===== src/rtl/alu_pkg.sv =====
// Shared definitions for the multi-cycle ALU: opcodes, flag bit positions and FSM states.
package alu_pkg;

    // Opcode encodings inherited from the combinational ALU
    localparam logic [3:0] ALU_ADD  = 4'b0000;
    localparam logic [3:0] ALU_SUB  = 4'b0001;
    localparam logic [3:0] ALU_QADD = 4'b0010;
    localparam logic [3:0] ALU_SBC  = 4'b0011;
    localparam logic [3:0] ALU_CMP  = 4'b0100;
    localparam logic [3:0] ALU_ADC  = 4'b0101;
    localparam logic [3:0] ALU_AND  = 4'b0111;
    localparam logic [3:0] ALU_ORR  = 4'b1000;
    localparam logic [3:0] ALU_EOR  = 4'b1001;
    localparam logic [3:0] ALU_MVN  = 4'b1010;
    localparam logic [3:0] ALU_MUL  = 4'b1011;

    // Positions inside the {N,Z,C,V} flag register
    localparam int unsigned FLAG_N = 3;
    localparam int unsigned FLAG_Z = 2;
    localparam int unsigned FLAG_C = 1;
    localparam int unsigned FLAG_V = 0;

    typedef enum logic {
        IDLE     = 1'b0,
        MUL_BUSY = 1'b1
    } state_t;

endpackage


===== src/rtl/alu_mul_iter.sv =====
// Iterative unsigned multiplier retiring MUL_STEP multiplier bits per cycle,
// stopping as soon as the remaining multiplier bits are all zero.
// Ports:
//   clk, rst_n : clock, asynchronous active-low reset (aborts any product in flight)
//   start      : load a/b and begin iterating (next cycle is the first iteration)
//   a, b       : multiplicand, multiplier
//   done       : high in the cycle whose iteration produces the final product
//   product    : low WIDTH bits of a*b, valid while done is high
module alu_mul_iter #(
    parameter int unsigned WIDTH    = 32,
    parameter int unsigned MUL_STEP = 8
) (
    input  logic             clk,
    input  logic             rst_n,
    input  logic             start,
    input  logic [WIDTH-1:0] a,
    input  logic [WIDTH-1:0] b,
    output logic             done,
    output logic [WIDTH-1:0] product
);

    localparam int unsigned NCHUNK = WIDTH / MUL_STEP;
    localparam int unsigned CW     = (NCHUNK > 1) ? $clog2(NCHUNK) : 1;

    logic             running;
    logic [WIDTH-1:0] a_sh;
    logic [WIDTH-1:0] b_rem;
    logic [WIDTH-1:0] acc;
    logic [WIDTH-1:0] partial;
    logic [WIDTH-1:0] b_next;
    logic [CW-1:0]    iter;

    // One iteration: add multiplicand times the lowest remaining chunk
    always_comb begin
        partial = a_sh * WIDTH'(b_rem[MUL_STEP-1:0]);
        product = acc + partial;
        b_next  = b_rem >> MUL_STEP;
        // Iteration count is a backstop; b_next reaches zero by the last chunk anyway
        done    = running && ((b_next == '0) || (iter == CW'(NCHUNK - 1)));
    end

    always_ff @(posedge clk or negedge rst_n) begin
        if (!rst_n) begin
            running <= 1'b0;
            a_sh    <= '0;
            b_rem   <= '0;
            acc     <= '0;
            iter    <= '0;
        end else if (start) begin
            running <= 1'b1;
            a_sh    <= a;
            b_rem   <= b;
            acc     <= '0;
            iter    <= '0;
        end else if (running) begin
            acc   <= product;
            a_sh  <= a_sh << MUL_STEP;
            b_rem <= b_next;
            iter  <= iter + CW'(1);
            if (done) begin
                running <= 1'b0;
            end
        end
    end

endmodule


===== src/rtl/alu_mc.sv =====
// Registered multi-cycle ALU with NZCV flag register, carry-in ops, saturating
// add and an early-terminating iterative multiplier.
// Ports:
//   clk, rst_n          : clock, asynchronous active-low reset
//   in_valid, in_ready  : request handshake (one op per accept)
//   alu_control         : opcode
//   set_flags           : write NZCV from this op (CMP always writes)
//   operand_a/operand_b : operands (operand_b is the multiplier for MUL)
//   out_valid, out_ready: result handshake
//   result, illegal_op  : registered result, set when the opcode was unused
//   flags               : architectural {N,Z,C,V}
module alu_mc
    import alu_pkg::*;
#(
    parameter int unsigned WIDTH    = 32,
    parameter int unsigned MUL_STEP = 8
) (
    input  logic             clk,
    input  logic             rst_n,
    input  logic             in_valid,
    output logic             in_ready,
    input  logic [3:0]       alu_control,
    input  logic             set_flags,
    input  logic [WIDTH-1:0] operand_a,
    input  logic [WIDTH-1:0] operand_b,
    output logic             out_valid,
    input  logic             out_ready,
    output logic [WIDTH-1:0] result,
    output logic [3:0]       flags,
    output logic             illegal_op
);

    localparam int unsigned SW = WIDTH + 1;
    localparam logic [WIDTH-1:0] SAT_MAX = {1'b0, {(WIDTH-1){1'b1}}};
    localparam logic [WIDTH-1:0] SAT_MIN = {1'b1, {(WIDTH-1){1'b0}}};

    state_t           state;
    state_t           state_next;
    logic             accept;
    logic             is_mul;
    logic             mul_start;
    logic             mul_done;
    logic [WIDTH-1:0] mul_product;
    logic             mul_set_flags;
    logic [3:0]       mul_flags;

    logic             sub_op;
    logic             cin;
    logic [WIDTH-1:0] b_op;
    logic [SW-1:0]    sum;
    logic             ovf;
    logic             wr_arith;
    logic             wr_nz;
    logic [WIDTH-1:0] dp_result;
    logic             dp_illegal;
    logic [3:0]       dp_flags;

    alu_mul_iter #(
        .WIDTH    (WIDTH),
        .MUL_STEP (MUL_STEP)
    ) u_mul (
        .clk     (clk),
        .rst_n   (rst_n),
        .start   (mul_start),
        .a       (operand_a),
        .b       (operand_b),
        .done    (mul_done),
        .product (mul_product)
    );

    // Single-cycle datapath: one shared WIDTH+1 adder for all add/subtract ops
    always_comb begin
        sub_op     = (alu_control == ALU_SUB) || (alu_control == ALU_SBC) || (alu_control == ALU_CMP);
        b_op       = sub_op ? ~operand_b : operand_b;
        cin        = 1'b0;
        if ((alu_control == ALU_SUB) || (alu_control == ALU_CMP)) begin
            cin = 1'b1;
        end else if ((alu_control == ALU_SBC) || (alu_control == ALU_ADC)) begin
            cin = flags[FLAG_C];
        end
        sum        = {1'b0, operand_a} + {1'b0, b_op} + SW'(cin);
        ovf        = (operand_a[WIDTH-1] == b_op[WIDTH-1]) && (sum[WIDTH-1] != operand_a[WIDTH-1]);

        dp_result  = '0;
        dp_illegal = 1'b0;
        wr_arith   = 1'b0;
        wr_nz      = 1'b0;
        case (alu_control)
            ALU_ADD, ALU_SUB, ALU_SBC, ALU_ADC: begin
                dp_result = sum[WIDTH-1:0];
                wr_arith  = set_flags;
            end
            ALU_CMP: begin
                dp_result = sum[WIDTH-1:0];
                wr_arith  = 1'b1;
            end
            ALU_QADD: begin
                dp_result = ovf ? (operand_a[WIDTH-1] ? SAT_MIN : SAT_MAX) : sum[WIDTH-1:0];
                wr_arith  = set_flags;
            end
            ALU_AND: begin dp_result = operand_a & operand_b; wr_nz = set_flags; end
            ALU_ORR: begin dp_result = operand_a | operand_b; wr_nz = set_flags; end
            ALU_EOR: begin dp_result = operand_a ^ operand_b; wr_nz = set_flags; end
            ALU_MVN: begin dp_result = ~operand_a;            wr_nz = set_flags; end
            ALU_MUL: dp_result = '0;
            default: dp_illegal = 1'b1;
        endcase

        dp_flags = flags;
        if (wr_arith || wr_nz) begin
            dp_flags[FLAG_N] = dp_result[WIDTH-1];
            dp_flags[FLAG_Z] = (dp_result == '0);
        end
        if (wr_arith) begin
            dp_flags[FLAG_C] = sum[WIDTH];
            dp_flags[FLAG_V] = ovf;
        end

        mul_flags = flags;
        if (mul_set_flags) begin
            mul_flags[FLAG_N] = mul_product[WIDTH-1];
            mul_flags[FLAG_Z] = (mul_product == '0);
        end
    end

    // FSM state register
    always_ff @(posedge clk or negedge rst_n) begin
        if (!rst_n) begin
            state <= IDLE;
        end else begin
            state <= state_next;
        end
    end

    // FSM next state
    always_comb begin
        state_next = state;
        case (state)
            IDLE:     if (mul_start) state_next = MUL_BUSY;
            MUL_BUSY: if (mul_done)  state_next = IDLE;
            default:  state_next = IDLE;
        endcase
    end

    // FSM outputs: handshake and multiplier launch
    always_comb begin
        in_ready  = (state == IDLE) && (!out_valid || out_ready);
        accept    = in_valid && in_ready;
        is_mul    = (alu_control == ALU_MUL);
        mul_start = accept && is_mul;
    end

    // Output and flag registers; a retiring result and a new load may share an edge
    always_ff @(posedge clk or negedge rst_n) begin
        if (!rst_n) begin
            out_valid     <= 1'b0;
            result        <= '0;
            flags         <= '0;
            illegal_op    <= 1'b0;
            mul_set_flags <= 1'b0;
        end else begin
            if (out_valid && out_ready) begin
                out_valid <= 1'b0;
            end
            if (accept && !is_mul) begin
                out_valid  <= 1'b1;
                result     <= dp_result;
                illegal_op <= dp_illegal;
                flags      <= dp_flags;
            end
            if (mul_start) begin
                mul_set_flags <= set_flags;
            end
            if ((state == MUL_BUSY) && mul_done) begin
                out_valid  <= 1'b1;
                result     <= mul_product;
                illegal_op <= 1'b0;
                flags      <= mul_flags;
            end
        end
    end

endmodule


===== config.mk =====
export PLATFORM = sky130hd
export DESIGN_NAME = alu_mc
export DESIGN_NICKNAME = d
export VERILOG_FILES = /design/src/rtl/alu_pkg.sv /design/src/rtl/alu_mul_iter.sv /design/src/rtl/alu_mc.sv
export SDC_FILE = /design/constraint.sdc
export NUM_CORES = 1
export LEC_CHECK = 0
export CAP_MARGIN = 20
export CELL_PAD_IN_SITES_DETAIL_PLACEMENT = 0
export CELL_PAD_IN_SITES_GLOBAL_PLACEMENT = 1
export CORE_AREA = 2 2 216 218
export CTS_CLUSTER_SIZE = 24
export DETAILED_ROUTE_END_ITERATION = 16
export DIE_AREA = 0 0 218 220
export GPL_TIMING_DRIVEN = 0
export HOLD_SLACK_MARGIN = 0.02
export PLACE_DENSITY = 0.73
export SLEW_MARGIN = 20
export SYNTH_ARGS = -nofsm -noshare
export SYNTH_HDL_FRONTEND = slang
export SYNTH_SLANG_ARGS = --single-unit
export TNS_END_PERCENT = 5

===== constraint.sdc =====
create_clock -name clk -period 7.8 [get_ports clk]
set_clock_uncertainty 0.2 [all_clocks]
set_input_delay 1.56 -clock clk [delete_from_list [all_inputs] [get_ports clk]]
set_output_delay 1.56 -clock clk [all_outputs]
set_load 0.01 [all_outputs]

**Word level (Yosys, flattened, before mapping)**

Cells that the tools add are included.

- Add/sub/neg operators: 4
- Multiply operators: 1
- Div/mod/pow operators: 0
- Order comparisons: 0
- Eq/ne operators: 14
- Shifts and indexed selects: 0
- Muxes and demuxes: 34
- Bitwise gates (word level): 7
- Reductions and logical operators: 31

Operators with widths:

| kind | count |
|---|---|
| $mux 32 | 11 |
| $pmux 32 s6 | 1 |
| $logic_not 32->1 | 3 |
| $not 32->32 | 2 |
| $add 32x32->33 | 1 |
| $add 33x1->33 | 1 |
| $add 32x32->32 | 1 |
| $and 32x32->32 | 1 |
| $mul 32x8->32 | 1 |
| $or 32x32->32 | 1 |
| $xor 32x32->32 | 1 |
| $eq 4x4->1 const B | 4 |
| $mux 1 | 13 |
| $eq 4x3->1 const B | 3 |
| $reduce_or 11->1 | 1 |
| $mux 2 | 5 |
| $reduce_or 5->1 | 2 |
| $eq 4x2->1 const B | 2 |
| $logic_and 1x1->1 | 8 |
| $mux 4 | 2 |
| $logic_or 1x1->1 | 7 |
| $reduce_and 3->1 | 2 |
| $reduce_bool 2->1 | 3 |
| $eq 4x1->1 const B | 1 |
| other kinds (11) | 14 |

- Flip-flop bits (word level): 139
- Latch bits: 0
- RAM bits: 0
- Memory bits (read-only): 0
- Input bits: 73
- Output and inout port bits: 39
- Logic and storage cells: 103
- Memories: 0

**Longest topological paths before layout**

Gate-level depths: netlist of run 1.

- Depth after elaboration: 14
- Mapped depth: 25
- Depth with buffers taken out: 22

**Cells and area by module**

A second synthesis of run 1 with hierarchy kept.

- Cells, all modules: 2192
- Area total of the unflattened synthesis: 18534.0 sq um

By module, submodules not included:

| module | instances | cells each | area each (sq um) |
|---|---|---|---|
| alu_mul_iter | 1 | 1336 | 12060.3 |
| alu_mc | 1 | 856 | 6473.7 |

**Least setup slack after synthesis of run 1**

Ideal clock, no wire load.

- Path kind: reg-to-reg
- Start point: reg u_mul.b_rem[5]
- End point: reg flags[2]
- Setup time: 0.082 ns
- Arrival time: 6.735 ns
- Slack: 0.783 ns
- Stages on the path, launching flop included: 24
- Cell sequence: dfrtp_1 clkbuf_1 clkbuf_1 nand2_1 fa_1 fa_1 inv_1 fa_1 inv_1 fa_1 inv_1 ha_1 a21o_1 a31oi_2 a21oi_2 or4_4 a21oi_2 xnor2_1 or4_1 nor4b_2 or4b_1 or4b_1 or4b_1 a31oi_1

- Cells in the longest elaborated chain, start to end: 5

Ends and longest elaborated chain:

| item | line | RTL |
|---|---|---|
| start: declaration | alu_mul_iter.sv:27 | `logic [WIDTH-1:0] b_rem;` |
| start signal: assignment | alu_mul_iter.sv:58 | `b_rem <= b_next;` |
| $mul 32x8->32 | alu_mul_iter.sv:35 | `partial = a_sh * WIDTH'(b_rem[MUL_STEP-1:0]);` |
| $add 32x32->32 | alu_mul_iter.sv:36 | `product = acc + partial;` |
| $logic_not 32->1 | alu_mc.sv:122 | `mul_flags[FLAG_Z] = (mul_product == '0);` |
| $mux 2 | alu_mc.sv:120 | `if (mul_set_flags) begin` |
| $mux 4 | alu_mc.sv:174 | `if ((state == MUL_BUSY) && mul_done) begin` |
| end signal: assignment | alu_mc.sv:169 | `flags <= dp_flags;` |
| end signal: assignment | alu_mc.sv:178 | `flags <= mul_flags;` |
| end: declaration | alu_mc.sv:29 | `output logic [3:0] flags,` |

No other way between the ends. The select of a mux whose other input is x is not followed.
A chain may end at the register's enable or synchronous reset.

**Final worst setup path of run 1**

- Start point: in alu_control[0]
- End point: reg flags[2]

- Cells in the longest elaborated chain, start to end: 14
- Elaborated cells between the ends (all ways): 40
- Those cells by class: add/sub (2); eq/ne (12); mux (10); reduce/logical (16)

Ends and longest elaborated chain:

| item | line | RTL |
|---|---|---|
| start: declaration | alu_mc.sv:22 | `input logic [3:0] alu_control,` |
| $eq 4x1->1 / $eq 4x2->1 (equally long branches) | - |  |
| $logic_or 1x1->1 (2 in series) | alu_mc.sv:73 | `sub_op = (alu_control == ALU_SUB) \|\| (alu_control == ALU_SBC) \|\| (alu_control == ALU_CMP);` |
| $mux 32 | alu_mc.sv:74 | `b_op = sub_op ? ~operand_b : operand_b;` |
| $add 32x32->33 | alu_mc.sv:81 | `sum = {1'b0, operand_a} + {1'b0, b_op} + SW'(cin);` |
| $add 33x1->33 | alu_mc.sv:81 |  |
| $ne 1x1->1 | alu_mc.sv:82 | `ovf = (operand_a[WIDTH-1] == b_op[WIDTH-1]) && (sum[WIDTH-1] != operand_a[WIDTH-1]);` |
| $logic_and 1x1->1 | alu_mc.sv:82 |  |
| $mux 32 | alu_mc.sv:98 | `dp_result = ovf ? (operand_a[WIDTH-1] ? SAT_MIN : SAT_MAX) : sum[WIDTH-1:0];` |
| $pmux 32 s6 | alu_mc.sv:88 | `case (alu_control)` |
| $logic_not 32->1 | alu_mc.sv:112 | `dp_flags[FLAG_Z] = (dp_result == '0);` |
| $mux 2 | alu_mc.sv:110 | `if (wr_arith \|\| wr_nz) begin` |
| $mux 4 | alu_mc.sv:165 | `if (accept && !is_mul) begin` |
| $mux 4 | alu_mc.sv:174 |  |

Several ways; a longest one is shown, not always the timed one. The select of a mux whose other input is x is not followed.

==> flow_summary.json, run 1 <==
{
  "core_um2": 45900,
  "yosysTopAreaCell": "fa_1",
  "worstSetupStartpointType": "input port",
  "period_share_pct": 96.8,
  "grt_max_degree": 99,
  "gr-total-overflow": 0,
  "die-area_um2": 48000,
  "final_cells": 2874,
  "synth_nets": 2528,
  "clkTransAtPathRegs_ps": 70,
  "final-setup-viol-count": 0,
  "place_inst": 2849,
  "drt_iter0_markers": 1174,
  "first_global_vias": 15872,
  "antenna_cells": 0,
  "syn2layout_area_growth_pct": 14.7,
  "cts_tree": "built",
  "cts_hold_buf": 0,
  "worst-path-max-fanout": 10,
  "layout_min_cycle_time_ps": 7550,
  "vias_per_cell": 5.44,
  "mostFrequentLayoutCells": "inv_1, nand2_1, fa_1",
  "r2r-start": "u_mul.b_rem[7]",
  "start_util_pct": 39.4,
  "hold_class": "flip-flop to flip-flop",
  "drive_gt1_share_pct": 4.63,
  "postSynthAreaPerCell_um2": 8.48,
  "relSlewSlack_pct": 33.1,
  "fmax_mhz": 132,
  "insertion_delay_ps": 440,
  "clockBufferDepth": 2,
  "wl_um": 63400,
  "ios": 112,
  "endpoint_kind": "flip-flop",
  "drv_cap": 0,
  "worstMarginPinSlew_ps": 1000,
  "synth_top_cell_area_share_pct": 20.8,
  "synth_seq_cells": 139,
  "post_drt_wl_per_cell_um": 22.1,
  "rsz0062_at_grt": "false",
  "seq_area_frac_synth_pct": 19.3,
  "clock-root-buffer": "clkbuf_16",
  "hold_viol": 0,
  "drv_slew": 0,
  "drc_errors": 0,
  "status": "complete, no violations",
  "gp_congestion": 1.01,
  "die-height_um": 220,
  "fillers": 4602,
  "dp_hpwl_um": 52800,
  "mostFrequentLayoutCell": "inv_1",
  "hold_start": "result[31]",
  "ant_nets": 0,
  "ys_types": 73,
  "crit_type": "input port to flip-flop",
  "finalNetCount": 2652,
  "track_usage_pct": 26.9,
  "worst_ep_arrival_time_ps": 7710,
  "antenna_found_initial": 0,
  "cts-htree-levels": 4,
  "cts_sinks": 139,
  "netlist_area_um2": 18100,
  "synth_edf_count": 0,
  "rows": 79,
  "syn_inst": 2130,
  "io_buffer_count": 111,
  "synth_ff_type": "dfrtp_1",
  "via_count": 15626,
  "yosys_warnings": 0,
  "fp.dieW_um": 218,
  "synth_area_leaders": "fa_1, dfrtp_1, ha_1, inv_1, and2_1",
  "grt_first_pass_wirelength_um": 96100,
  "dr.pass1.iters": 6,
  "setup.worst_path.start": "alu_control[0]",
  "async_flop_share_pct": 100,
  "numCtsBuffers": 17,
  "cp_data_required_time_ps": 7950
}
==> metal layers <==
metal / GRT usage (%) / vias up / routed length [µm]
met4: 13.8 / 0 / 3450
met2: 44.8 / 534 / 29500
li1: - / 7199 / -
met1: 34.9 / 7770 / 27500
met5: 0 / - / 0
met3: 2.36 / 123 / 3030
==> synth_stat cells, drive strengths merged (18+ instances only) <==
| cell | number |
|---|---|
| xor2 | 25 |
| a211oi | 21 |
| dfrtp | 139 |
| nor2 | 95 |
| inv | 325 |
| o21ai | 138 |
| fa | 188 |
| ha | 137 |
| a22oi | 23 |
| a21o | 34 |
| nand2 | 243 |
| a21oi | 88 |
| mux2i | 81 |
| a31oi | 18 |
| and2 | 149 |
| nor3 | 21 |
| clkbuf | 101 |
| nand2b | 26 |
| xnor2 | 77 |
==> through the flow <==
step                      TNS [ps]  utilization (%)  hold slack [ps]  worst slack (ps)  instance area, µm²
after floorplan                  0                -              250               783               18100
after global routing             0             45.2              305              17.8               20700
after global placement     -111770             43.5              259             -1760               19900
final                            0             45.2              281               250               20700
after detailed placement    -12990             43.5              267             -1470               20000
after CTS                        0             45.0              284             0.964               20600
==> final cells by class <==
| cell class | count | area (µm²) | share of cell area, % |
|---|---|---|---|
| plain buffers | 107 | 459 | 2.22 |
| inverters | 325 | 1220 | 5.89 |
| multi-input cells | 1548 | 13000 | 62.9 |
| clock inverters | 14 | 146 | 0.706 |
| clock buffers | 18 | 439 | 2.12 |
| well taps | 607 | 759 | 3.66 |
| flip-flops and latches | 139 | 3490 | 16.8 |
| repair buffers | 116 | 1170 | 5.65 |
==> state kept, by name, indices dropped and copies added (netlist names), 2 cells and up <==
name,flops
flags,4
result,32
u_mul.a_sh,32
u_mul.acc,32
u_mul.b_rem,32
u_mul.iter,2
==> final timing paths <==
check / end / slack, ps / cells after the start
max: flags[2] / 250 / 22
min: result[31] / 280 / 2
max reg2reg: flags[2] / 270 / 22
min reg2reg: result[31] / 280 / 2
max in group asynchronous: u_mul.b_rem[6] / 5720 / 2
min in group asynchronous: flags[0] / 800 / 1
==> critical path, stage by stage <==
cell	delay [ps]
clkdlybuf4s50_1	510
clkbuf_1	260
nor2_1	240
nand2_1	100
a21oi_2	330
buf_2	470
xnor2_1	190
fa_1	220
inv_1	60
fa_1	420
a21o_1	210
a31oi_1	440
o21ai_0	180
a41o_1	320
a2111oi_0	500
o21bai_1	130
xor2_1	200
a2111o_1	430
nor4_1	360
and4_1	260
nand4_1	120
a31oi_1	180
==> timing repair <==
action                                  in CTS  in global routing
buffers inserted                             2                  2
gates cloned                                 0                  0
gates resized for setup                     29                 51
pin swaps                                    1                  4
endpoints found under the setup margin      15                  2
==> logic make-up after synthesis <==
kind of cell,synth area share [%]
and+or+nand+nor,17.0
buffers and inverters,9.27
AOI/OAI and AO/OA,14.6
adders and majority gates,30.3
DFF,19.3
xor gates and xnor gates,4.94
muxes,4.61
Power of run 1 is not shown: default switching activity piles up to over one toggle a cycle in this logic, so the estimate is an artifact.
==> run 2, diff against run 1 <==
--- a/config.mk
+++ b/config.mk
@@ -12,6 +12,7 @@
 export CTS_CLUSTER_SIZE = 24
 export DETAILED_ROUTE_END_ITERATION = 16
 export DIE_AREA = 0 0 218 220
+export GPL_ROUTABILITY_DRIVEN = 0
 export GPL_TIMING_DRIVEN = 0
 export HOLD_SLACK_MARGIN = 0.02
 export PLACE_DENSITY = 0.73
==> flow_summary.json, run 2 (synthesis results as in run 1) <==
{
  "antenna_cells": 0,
  "r2r-start": "u_mul.b_rem[1]",
  "clock-root-buffer": "clkbuf_16",
  "track_usage_pct": 26.7,
  "clockBufferDepth": 2,
  "drt_iter0_markers": 1324,
  "worst-path-max-fanout": 10,
  "dr.pass1.iters": 5,
  "drv_cap": 0,
  "cts_hold_buf": 0,
  "reg2reg_to": "flags[2]",
  "final_area_um2": 20700,
  "io_buffer_count": 111,
  "fp.dieW_um": 218,
  "r2r_cells": 22,
  "status": "complete, no violations",
  "finalNetCount": 2654,
  "place_inst": 2849,
  "final_cells": 2876,
  "grt_first_pass_wirelength_um": 96100,
  "fin_ws_ps": 240,
  "crit_type": "flip-flop to flip-flop",
  "ios": 112,
  "hold_start": "result[31]",
  "cts_tree": "built",
  "endpoint_kind": "flip-flop",
  "dp_hpwl_um": 52300,
  "cts-htree-levels": 4,
  "worst_ep_arrival_time_ps": 7710,
  "period_share_pct": 96.9,
  "cp_data_required_time_ps": 7950,
  "fmax_mhz": 132,
  "syn2layout_area_growth_pct": 14.6,
  "vias_per_cell": 5.43,
  "holdPathEnd": "result[31]",
  "antenna_found_initial": 0,
  "die-area_um2": 48000,
  "rsz0062_at_grt": "false",
  "core_um2": 45900,
  "hold_class": "flip-flop to flip-flop",
  "first_global_vias": 15912,
  "start_util_pct": 39.4,
  "whs_ps": 278,
  "worstSetupStartpointType": "flip-flop",
  "drv_slew": 0,
  "relSlewSlack_pct": 34.1,
  "grt_max_degree": 93,
  "via_count": 15612,
  "ant_nets": 0,
  "layout_min_cycle_time_ps": 7560,
  "dpl_cell_area_um2": 20000,
  "die-height_um": 220,
  "rows": 79,
  "cts_sinks": 139,
  "clkTransAtPathRegs_ps": 70,
  "mostFrequentLayoutCell": "inv_1",
  "reg2reg_slack_ps": 240,
  "min_path_cells": 2,
  "hold_viol": 0,
  "drive_gt1_share_pct": 4.41,
  "place_ws_ps": -1020,
  "numCtsBuffers": 17,
  "worstMarginPinSlew_ps": 988,
  "gr-total-overflow": 0,
  "mostFrequentLayoutCells": "inv_1, nand2_1, fa_1",
  "final-setup-viol-count": 0,
  "post_drt_wl_per_cell_um": 21.8,
  "wl_um": 62800,
  "insertion_delay_ps": 430,
  "drc_errors": 0
}
==> run 2: cell types whose count changed in the layout (fill, tap and decap cells not counted), moves of 2 or more <==
| cell | delta |
|---|---|
| clkbuf_1 | +5 |
| buf_2 | -3 |
| clkinv_2 | -3 |
| buf_4 | +2 |
| dfrtp_1 | +2 |
| dfrtp_2 | -2 |
| o21ai_0 | -2 |
| o21ai_1 | +2 |
==> run 2: worst max-delay path by stage <==
stage / startpoint / endpoint / slack [ps] / cells after the start
floorplan: u_mul.b_rem[5] / flags[2] / 780 / 23
global route: u_mul.b_rem[2] / flags[2] / 4 / 23
detailed placement: alu_control[0] / flags[2] / -1020 / 20
global placement: alu_control[0] / flags[2] / -1220 / 20
finish: u_mul.b_rem[1] / flags[2] / 240 / 22
CTS: u_mul.b_rem[5] / flags[2] / 2 / 22
==> run 2: repair_timing <==
item                       CTS  global route
resized for setup           28            39
pin swaps                    1             3
setup endpoints to repair    4            14
buffers inserted             2             4
==> run 2: per-stage QoR <==
| stage | utilization [%] | TNS, ps |
|---|---|---|
| 5_1_grt | 45.1 | 0 |
| 3_5_place_dp | 43.5 | -3950 |
| 2_1_floorplan | - | 0 |
| 3_3_place_gp | 43.5 | -116840 |
| 6_report | 45.1 | 0 |
| 4_1_cts | 45.0 | 0 |
==> run 2: routing by layer <==
metal	track usage, %	vias up	wire (µm)
met1	35.7	7792	27800
met2	45.1	501	29600
met4	10.2	0	2540
li1	-	7210	-
met5	0	-	0
met3	2.19	109	2870
==> run 2: area by class of cell <==
class,count,area (µm²)
Clock buffer,20,447
Sequential cell,139,3480
Multi-Input combinational cell,1548,13000
Clock inverter,12,140
Tap cell,607,759
Timing Repair Buffer,118,1190
Fill cell,4597,25200
Buffer,107,453
Inverter,325,1220
==> run 2: worst max-delay path, stage by stage (launching register included) <==
cell      delay, ps
dfrtp_1         510
clkbuf_2        340
nand2_1         110
fa_1            500
inv_1            50
fa_1            510
fa_1            550
inv_1            50
fa_1            470
inv_1            40
ha_1            360
and4_1          250
nand4_1         110
a21oi_2          50
or4_4           540
a21oi_2         190
xnor2_2         160
or4_4           590
nor4b_2         240
or4b_1          470
or4b_1          500
or4b_1          510
a31oi_1         180
Power of run 2 is left out for the same reason.
==> run 3, diff against run 2 <==
--- a/config.mk
+++ b/config.mk
@@ -5,17 +5,20 @@
 export SDC_FILE = /design/constraint.sdc
 export NUM_CORES = 1
 export LEC_CHECK = 0
+export ABC_AREA = 1
 export CAP_MARGIN = 20
 export CELL_PAD_IN_SITES_DETAIL_PLACEMENT = 0
 export CELL_PAD_IN_SITES_GLOBAL_PLACEMENT = 1
-export CORE_AREA = 2 2 216 218
+export CORE_AREA = 2 2 221 223
 export CTS_CLUSTER_SIZE = 24
 export DETAILED_ROUTE_END_ITERATION = 16
-export DIE_AREA = 0 0 218 220
+export DIE_AREA = 0 0 223 225
 export GPL_ROUTABILITY_DRIVEN = 0
 export GPL_TIMING_DRIVEN = 0
 export HOLD_SLACK_MARGIN = 0.02
-export PLACE_DENSITY = 0.73
+export PLACE_DENSITY = 0.76
+export SETUP_SLACK_MARGIN = 0.4
+export SKIP_CTS_REPAIR_TIMING = 1
 export SLEW_MARGIN = 20
 export SYNTH_ARGS = -nofsm -noshare
 export SYNTH_HDL_FRONTEND = slang
==> flow_summary.json, run 3 <==
{
  "status": "complete, no violations",
  "cp_data_required_time_ps": 7970,
  "fin_ws_ps": 615,
  "syn2layout_area_growth_pct": 13.2,
  "clock-root-buffer": "clkbuf_16",
  "via_count": 17489,
  "wl_um": 65100,
  "antenna_cells": 0,
  "grt_max_degree": 88,
  "synth.most_common_cell": "nand2_1",
  "drc_errors": 0,
  "worstMarginPinSlew_ps": 1070,
  "start_util_pct": 39.8,
  "async_flop_share_pct": 100,
  "io_buffer_count": 111,
  "mostFrequentLayoutCells": "nand2_1, inv_1, fa_1",
  "numCtsBuffers": 17,
  "drv_cap": 0,
  "synth_commonest_cells": "nand2_1, inv_1, fa_1, dfrtp_1, ha_1",
  "worst-path-max-fanout": 10,
  "core_um2": 47500,
  "postSynthAreaPerCell_um2": 7.08,
  "mostFrequentLayoutCell": "nand2_1",
  "gr-total-overflow": 0,
  "powerDensity_nw_per_um2": 331,
  "fmax_mhz": 139,
  "worstSetupStartpointType": "flip-flop",
  "dpl_cell_area_um2": 20800,
  "drt_iter0_markers": 1383,
  "dp_hpwl_um": 55200,
  "grt_first_pass_wirelength_um": 100000,
  "drv_slew": 0,
  "worst_ep_arrival_time_ps": 7360,
  "clkTransAtPathRegs_ps": 60,
  "synth_area_leaders": "fa_1, dfrtp_1, nand2_1, inv_1, ha_1",
  "peakVddDrop_uv": 172,
  "cts_tree": "built",
  "yosys_warnings": 0,
  "slowest_delay_ps": 690,
  "rows": 80,
  "die-area_um2": 50200,
  "cpMaxStageDelayCell": "xor2_1",
  "synth_top_cell_area_share_pct": 19.9,
  "seq_area_frac_synth_pct": 18.4,
  "cts_sinks": 139,
  "die-height_um": 225,
  "relSlewSlack_pct": 28.3,
  "final_area_um2": 21400,
  "ios": 112,
  "hold_viol": 0,
  "ys_types": 48,
  "hold_class": "flip-flop to flip-flop",
  "synth_ff_type": "dfrtp_1",
  "drive_gt1_share_pct": 3.58,
  "place_ws_ps": 768,
  "total_leakage_power_nw": 12.0,
  "clockBufferDepth": 2,
  "yosysTopAreaCell": "fa_1",
  "cpMostUsedCell": "nand2_1",
  "post_drt_wl_per_cell_um": 19.0,
  "cts-htree-levels": 4,
  "synth_edf_count": 0,
  "netlist_area_um2": 18900,
  "track_usage_pct": 26.3,
  "first_global_vias": 17717,
  "vias_per_cell": 5.09,
  "period_share_pct": 92.1,
  "syn_inst": 2674,
  "synth_seq_cells": 139,
  "layout_min_cycle_time_ps": 7180,
  "endpoint_kind": "flip-flop",
  "finalNetCount": 3203,
  "fp.dieW_um": 223,
  "synth_nets": 3072,
  "crit_type": "flip-flop to flip-flop",
  "ant_nets": 0,
  "antenna_found_initial": 0,
  "rsz0062_at_grt": "false",
  "final-setup-viol-count": 0,
  "insertion_delay_ps": 440,
  "dr.pass1.iters": 6
}
[run 3: worst paths after layout]
path / slack (ps) / end / cells after the start / start
setup / recovery: 620 / flags[2] / 25 / u_mul.b_rem[3]
hold / removal: 280 / mul_set_flags / 2 / mul_set_flags
setup reg to reg: 620 / flags[2] / 25 / u_mul.b_rem[3]
hold reg to reg: 280 / mul_set_flags / 2 / mul_set_flags
max in group asynchronous: 5770 / result[27] / 2 / rst_n
min in group asynchronous: 830 / out_valid / 1 / rst_n
[run 3: metal layers]
layer | routed length, µm | global-route usage (%)
met1 | 28100 | 33.1
met2 | 30700 | 45.4
met3 | 2820 | 2.15
met4 | 3500 | 13.3
met5 | 0 | 0
[run 3: cell type report]
cell class	count	area, µm²
plain buffers	104	437
clock buffers	21	450
flip-flops and latches	139	3480
repair buffers	112	1140
multi-input cells	1770	12500
well taps	615	769
fillers	4902	26100
inverters	661	2480
clock inverters	11	145
[run 3: cells by family (layout without fill, tap and decap cells)]
logic type,Yosys count,in the layout,share of synthesized area [%]
simple gates,1052,1052,22.7
buf+inv,765,909,15.4
fa+ha+maj,325,325,28.9
compound gates,316,316,11.0
flops,139,139,18.4
xor+xnor,77,77,3.56
[run 3: stage by stage]
step	total power, mW	util, %	setup TNS (ps)	std cells	hold slack (ps)
floorplan	4.41	-	0	2674	242
CTS	7.07	45.1	0	3433	274
global placement	6.16	43.8	-85260	3400	261
finish	7.10	45.1	0	3433	280
global route	7.73	45.1	0	3433	298
detailed placement	6.22	43.8	0	3401	259
[run 3: critical path, delay by kind of cell (launching register included)]
| family | cells | cell delay (ps) |
|---|---|---|
| AOI/OAI and AO/OA | 2 | 600 |
| adders and majority gates | 5 | 2210 |
| and+or+nand+nor | 12 | 1590 |
| buffers and inverters | 5 | 1430 |
| xor gates and xnor gates | 1 | 690 |
| DFF | 1 | 390 |
[run 3: report_power, final]
| part | total (mW) | switching, mW | internal, mW |
|---|---|---|---|
| clock | 0.831 | 0.321 | 0.510 |
| sequential | 1.19 | 0.183 | 1.01 |
| combinational | 5.08 | 3.45 | 1.62 |
No activity file was read; power rests on OpenSTA's default activity.
